### src/rtl/othello_pkg.sv
// Shared Othello definitions: board geometry, cell and winner codes, the
// score_tally FSM state type and the winner decision helper.
package othello_pkg;

  localparam int unsigned BOARD_DIM   = 8;
  localparam int unsigned BOARD_CELLS = BOARD_DIM * BOARD_DIM;

  localparam logic [1:0] CELL_EMPTY = 2'b00;
  localparam logic [1:0] CELL_BLACK = 2'b01;
  localparam logic [1:0] CELL_WHITE = 2'b10;

  localparam logic [1:0] WIN_NONE  = 2'b00;
  localparam logic [1:0] WIN_BLACK = 2'b01;
  localparam logic [1:0] WIN_WHITE = 2'b10;
  localparam logic [1:0] WIN_DRAW  = 2'b11;

  typedef enum logic [1:0] {
    ST_IDLE,
    ST_SCAN,
    ST_DRAIN,
    ST_DONE
  } tally_state_t;

  // Winner code for a finished tally; only meaningful once the game is over.
  function automatic logic [1:0] pick_winner(input logic [6:0] black,
                                             input logic [6:0] white,
                                             input logic       over);
    logic [1:0] win;
    if (!over)              win = WIN_NONE;
    else if (black > white) win = WIN_BLACK;
    else if (white > black) win = WIN_WHITE;
    else                    win = WIN_DRAW;
    return win;
  endfunction

endpackage

### src/rtl/score_tally_bin2bcd7.sv
// bin2bcd7: combinational 7-bit binary to two-digit BCD (tens, ones).
// Ports:
//   value in  7 : binary value 0..127
//   tens  out 4 : value / 10
//   ones  out 4 : value % 10
module bin2bcd7 (
  input  logic [6:0] value,
  output logic [3:0] tens,
  output logic [3:0] ones
);

  logic [6:0] rem;

  // Repeated subtraction; 12 steps covers the full 7-bit range.
  always_comb begin
    rem  = value;
    tens = '0;
    for (int unsigned i = 0; i < 12; i++) begin
      if (rem >= 7'd10) begin
        rem  = rem - 7'd10;
        tens = tens + 4'd1;
      end
    end
    ones = rem[3:0];
  end

endmodule

### src/rtl/score_tally.sv
// score_tally: scans the 64 board cells through a synchronous read port,
// counts black/white/empty cells and commits counts, game-over, winner and
// BCD score digits in one registered update.
// Ports:
//   clock, resetn (async, active-high reset)
//   start            : scan request, honoured while busy=0
//   rd_x, rd_y, rd_q : board read port (data one cycle after address)
//   busy, done       : scan in progress / one-cycle commit pulse
//   black_count, white_count, empty_count : last committed counts
//   game_over, winner                     : end-of-game status
//   black_tens .. white_ones              : BCD digits for the HEX displays
module score_tally #(
  parameter int unsigned BOARD_DIM  = 8,
  parameter int unsigned RD_LATENCY = 1
) (
  input  logic       clock,
  input  logic       resetn,
  input  logic       start,
  output logic [2:0] rd_x,
  output logic [2:0] rd_y,
  input  logic [1:0] rd_q,
  output logic       busy,
  output logic       done,
  output logic [6:0] black_count,
  output logic [6:0] white_count,
  output logic [6:0] empty_count,
  output logic       game_over,
  output logic [1:0] winner,
  output logic [3:0] black_tens,
  output logic [3:0] black_ones,
  output logic [3:0] white_tens,
  output logic [3:0] white_ones
);

  import othello_pkg::*;

  localparam logic [5:0] LAST_ADDR = 6'(BOARD_DIM * BOARD_DIM - 1);

  tally_state_t state, state_nxt;
  logic                  enter_scan;
  logic [5:0]            addr;
  logic [RD_LATENCY-1:0] vld_pipe;
  logic                  vld;
  logic [6:0]            acc_black, acc_white, acc_empty;
  logic [6:0]            sum_black, sum_white, sum_empty;
  logic                  over_nxt;
  logic [3:0]            bt_nxt, bo_nxt, wt_nxt, wo_nxt;

  assign vld  = vld_pipe[RD_LATENCY-1];
  assign busy = (state == ST_SCAN) || (state == ST_DRAIN);
  assign done = (state == ST_DONE);
  assign rd_x = (state == ST_SCAN) ? addr[2:0] : 3'd0;
  assign rd_y = (state == ST_SCAN) ? addr[5:3] : 3'd0;

  always_comb begin
    state_nxt  = state;
    enter_scan = 1'b0;
    case (state)
      ST_IDLE: begin
        if (start) begin
          state_nxt  = ST_SCAN;
          enter_scan = 1'b1;
        end
      end
      ST_SCAN: begin
        if (addr == LAST_ADDR) state_nxt = ST_DRAIN;
      end
      ST_DRAIN: state_nxt = ST_DONE;
      ST_DONE: begin
        if (start) begin
          state_nxt  = ST_SCAN;
          enter_scan = 1'b1;
        end else begin
          state_nxt = ST_IDLE;
        end
      end
      default: state_nxt = ST_IDLE;
    endcase
  end

  // Accumulators including the read currently on rd_q; the commit in DRAIN
  // uses these so the final cell is counted without an extra cycle.
  always_comb begin
    sum_black = acc_black;
    sum_white = acc_white;
    sum_empty = acc_empty;
    if (vld) begin
      case (rd_q)
        CELL_BLACK: sum_black = acc_black + 7'd1;
        CELL_WHITE: sum_white = acc_white + 7'd1;
        default:    sum_empty = acc_empty + 7'd1; // empty or reserved
      endcase
    end
  end

  assign over_nxt = (sum_empty == 7'd0) || (sum_black == 7'd0) ||
                    (sum_white == 7'd0);

  bin2bcd7 u_bcd_black (
    .value (sum_black),
    .tens  (bt_nxt),
    .ones  (bo_nxt)
  );

  bin2bcd7 u_bcd_white (
    .value (sum_white),
    .tens  (wt_nxt),
    .ones  (wo_nxt)
  );

  always_ff @(posedge clock or posedge resetn) begin
    if (resetn) begin
      state     <= ST_IDLE;
      addr      <= '0;
      vld_pipe  <= '0;
      acc_black <= '0;
      acc_white <= '0;
      acc_empty <= '0;
    end else begin
      state       <= state_nxt;
      vld_pipe[0] <= (state == ST_SCAN);
      for (int unsigned i = 1; i < RD_LATENCY; i++) begin
        vld_pipe[i] <= vld_pipe[i-1];
      end
      if (enter_scan) begin
        addr      <= '0;
        acc_black <= '0;
        acc_white <= '0;
        acc_empty <= '0;
      end else begin
        if (state == ST_SCAN) addr <= addr + 6'd1;
        acc_black <= sum_black;
        acc_white <= sum_white;
        acc_empty <= sum_empty;
      end
    end
  end

  always_ff @(posedge clock or posedge resetn) begin
    if (resetn) begin
      black_count <= '0;
      white_count <= '0;
      empty_count <= '0;
      game_over   <= 1'b0;
      winner      <= WIN_NONE;
      black_tens  <= '0;
      black_ones  <= '0;
      white_tens  <= '0;
      white_ones  <= '0;
    end else if (state == ST_DRAIN) begin
      black_count <= sum_black;
      white_count <= sum_white;
      empty_count <= sum_empty;
      game_over   <= over_nxt;
      winner      <= pick_winner(sum_black, sum_white, over_nxt);
      black_tens  <= bt_nxt;
      black_ones  <= bo_nxt;
      white_tens  <= wt_nxt;
      white_ones  <= wo_nxt;
    end
  end

endmodule

### config.mk
export PLATFORM = sky130hd
export DESIGN_NAME = score_tally
export DESIGN_NICKNAME = d
export VERILOG_FILES = /design/src/rtl/othello_pkg.sv /design/src/rtl/score_tally_bin2bcd7.sv /design/src/rtl/score_tally.sv
export SDC_FILE = /design/constraint.sdc
export NUM_CORES = 1
export LEC_CHECK = 0
export ABC_AREA = 1
export CORE_MARGIN = 2
export CORE_UTILIZATION = 40
export DETAILED_ROUTE_END_ITERATION = 8
export PLACE_DENSITY_LB_ADDON = 0.1
export SLEW_MARGIN = 20
export SYNTH_ARGS = -nofsm -noshare
export SYNTH_HDL_FRONTEND = slang
export SYNTH_SLANG_ARGS = --single-unit
### constraint.sdc
create_clock -name clock -period 9.2 [get_ports clock]
set_input_delay 1.84 -clock clock [delete_from_list [all_inputs] [get_ports clock]]
set_output_delay 1.84 -clock clock [all_outputs]
set_load 0.01 [all_outputs]
==> summary by stage <==
Timing
The slew at the pin closest to its max-slew limit is 0.855 ns. The post-route worst hold slack is 0.468 ns. The worst-case clock skew is 0.00709 ns. Setup violations remaining at the end of the flow were counted as 0. The final setup TNS is 0 ns. The number of hold violations in the final report was 0.

The worst max-slew margin expressed relative to the limit is 43.0%. After layout, the worst path uses 95.4% of the clock period. The final count of pins violating max slew is 0. The final critical-path required period is 8.78 ns. Static timing analysis puts the maximum clock frequency at 0.114 GHz.

Worst setup path
On the worst path, the slowest cell contributes a delay of 0.24 ns. The maximum fanout along the worst path is 7. The path type of the worst setup path is primary input to register.

Counting cells, the worst reg-to-reg path comes to 65. The beginning of the critical path is rd_q[0]. The worst setup path is launched from a primary input. The critical path contains buffers and inverters numbering 13 combined. The slowest stage of the critical path belongs to the cell o21ai_4. The critical path depth in cells is 68. Data on the critical path arrives at its endpoint at 9.04 ns. For flop-to-flop paths, the worst setup slack is 1.52 ns.

Among the stages of the critical path, the cell type that occurs most often is nand2_4. STA classifies the critical path endpoint as a register. The worst reg2reg path endpoint is white_tens[1]. The top cell family by delay on the critical path is simple AND/OR/NAND/NOR gates.

The termination of the worst setup path is white_tens[1]. The required time of the critical path is 9.46 ns. The launching point of the worst reg2reg path is vld.

Drt
The detail-routed net length per standard cell is 11.1 µm. The vias per cell is 4.64. The detailed-router iteration count before antenna repair is 5.

The routed design has 23.1 mm of wire. The count of nets left with antenna violations after detail routing is 0. The vias after detailed routing is 9651.

The first routing iteration left 257 violations. The post-route DRC violation count is 0.

Placement
Once detailed placement completed, the half-perimeter wirelength came to 17.5 mm. The placed instances occupy a cell area of 11700 µm². The last weighted congestion value of the routability-driven placer is 0.868.

The count of input and output buffers is 52.

Global route
The via count of the first global-routing pass is 8677. The global-route wire length before repair is 37.4 mm. The total global routing track utilization is 18.1%. The largest net degree at the start of global routing is 69. The total grt overflow is 0.

The number of antenna violations at the first check in global routing is 0.

Clock tree
The clock tree root buffer cell is clkbuf_16. Buffers inserted during clock tree synthesis total 9. The number of H-tree levels is 3.

The number of buffers on the longest clock path is 2. The clock tree from TritonCTS is built. The worst-skew pair later-pin latency is 0.34 ns. The TritonCTS sink count is 68. Clock-pin slew was measured on the worst setup and hold paths at 0.06 ns.

Synthesis
In this run the mean area of a mapped cell was 6.24 µm². Summed over all instances, the cell type with the most area after synthesis is dfrtp_1. Summed over its instances, the top area cell type makes up 19.3% of the synthesized netlist area.

The number of library cell types mapped by synthesis is 48. After synthesis the cells add up to 8830 µm². Synthesis produced a netlist with a net count of 1470.

In the post-synthesis netlist, the biggest area contributors are dfrtp_1 (19%), nand2_1 (19%), inv_1 (8.5%). The number of flops mapped to enable cells by yosys is 0. The sequential cell area fraction in the yosys report is 19.3%. In this run, synthesis produced a sequential element count of 68. Among all flip-flop cells after synthesis, the most frequent one is dfrtp_1. For this run, asynchronously set or reset flops after synthesis account for 100%.

Synthesis produced a netlist whose cell count is 1415. The Yosys step of the flow raised 0 warnings.

Layout
The most common library cell in the layout ignoring fill and taps is nand2_1. The core occupancy in the finished layout is 62.3%. The number of antenna cells inserted is 0. In the layout the commonest cells are nand2_1 (373), buf_4 (321), inv_1 (180). Cells with a size suffix above 1 make up 40.1% of the layout.

In the final design database the tool counted 1850 nets. Summing all non-filler instances in the final layout gives an area of 13600 µm². The area growth from synthesis to layout is 53.5%.

Floorplan
For this configuration, the core starts out at a cell density of 40.6%. The floorplan row count is 54. The overall die height is 153 µm. From left edge to right edge, the die measures 153 µm.

The I/O pin total is 53. The die footprint is 23300 µm². The total area inside the core boundary comes to 21800 µm².

Hold path
The worst hold path begins at black_tens[2]. The type of the worst min-delay path is register to register.

Run status
The run finished with clean final reports.

Run
The count of maximum capacitance violations is 0.
per-layer routing:
| metal | up-vias | GRT usage, % | share of wire (%) | wire length (µm) |
|---|---|---|---|---|
| met5 | - | 0 | 0 | 0 |
| met4 | 0 | 2.87 | 0.93 | 215 |
| met3 | 16 | 1.56 | 1.5 | 336 |
| met2 | 79 | 31.6 | 49 | 11400 |
| met1 | 4317 | 24.9 | 48 | 11100 |
| li1 | 5239 | - | - | - |
registers in the layout, indices dropped and copies added (netlist names), 3 cells and up:
register / cells
acc_black: 7
empty_count: 7
acc_empty: 7
black_tens: 4
acc_white: 7
white_count: 7
white_tens: 4
addr: 6
black_count: 7
black_ones: 3
white_ones: 3
per-stage QoR:
| step | worst slack [ns] | cells |
|---|---|---|
| after floorplan | 0.364 | 1415 |
| after global placement | -0.360 | 2013 |
| after detailed placement | -0.561 | 2013 |
| after CTS | -0.00125 | 2041 |
| after global routing | -0.164 | 2079 |
| final | 0.421 | 2079 |
Yosys cell counts (2+ instances only):
master and number:
ha_1 50, nor2_4 6, dfrtp_1 68, a21oi_2 5, nor3_1 10, nand2_1 451, clkinv_1 2, nand3b_1 10
nand3_2 24, nand2_2 72, o21bai_1 2, a31oi_1 4, o21ai_2 5, xnor2_1 16, a21o_1 2, nand2_4 30
o221ai_1 2, nand3_4 6, clkbuf_1 8, o22ai_1 2, o211ai_1 4, xor2_1 30, o21ai_0 52, nand4_1 27
a211oi_1 2, inv_1 199, a22o_1 2, buf_2 2, a21oi_1 26, nor2_2 20, nor2_1 70, o21ai_1 12
inv_2 37, nand3_1 141, buf_4 3
cell families after synthesis:
kind of cell               share of synthesized area (%)
AOI/OAI and AO/OA                                   8.48
DFF                                                 19.3
adders and majority gates                           7.08
xor gates and xnor gates                            5.00
buffers and inverters                               10.9
and+or+nand+nor                                     49.2
worst min path at each step:
stage	cells past startpoint	end	slack, ns
floorplan	1	addr[4]	0.48
global placement	2	black_tens[2]	0.46
detailed placement	2	black_tens[2]	0.46
CTS	2	black_tens[2]	0.48
global route	2	white_count[4]	0.51
finish	2	black_tens[2]	0.47
layout make-up:
class                   count  area [µm²]
fillers                  2053        8200
multi-input cells        1095        7240
repair buffers            383        3070
flip-flops and latches     68        1700
inverters                 238         910
well taps                 280         350
clock buffers               9         225
clock inverters             6        66.3
timing repair:
action                                  CTS  global route
hold buffers                              0             0
pin swaps                                20           103
buffers inserted                         13            38
gates resized for setup                  29           266
endpoints found under the setup margin   13            14
worst register-to-register path: cells and delay by family (launching register included):
kind	cells	cell delay, ns
buffers and inverters	11	1.01
and+or+nand+nor	47	4.79
adders and majority gates	4	0.65
AOI/OAI and AO/OA	3	0.51
DFF	1	0.63
Power is left out: the tool's default activity adds up to more than one toggle a clock period on the data nets, which glitch-free logic cannot reach.
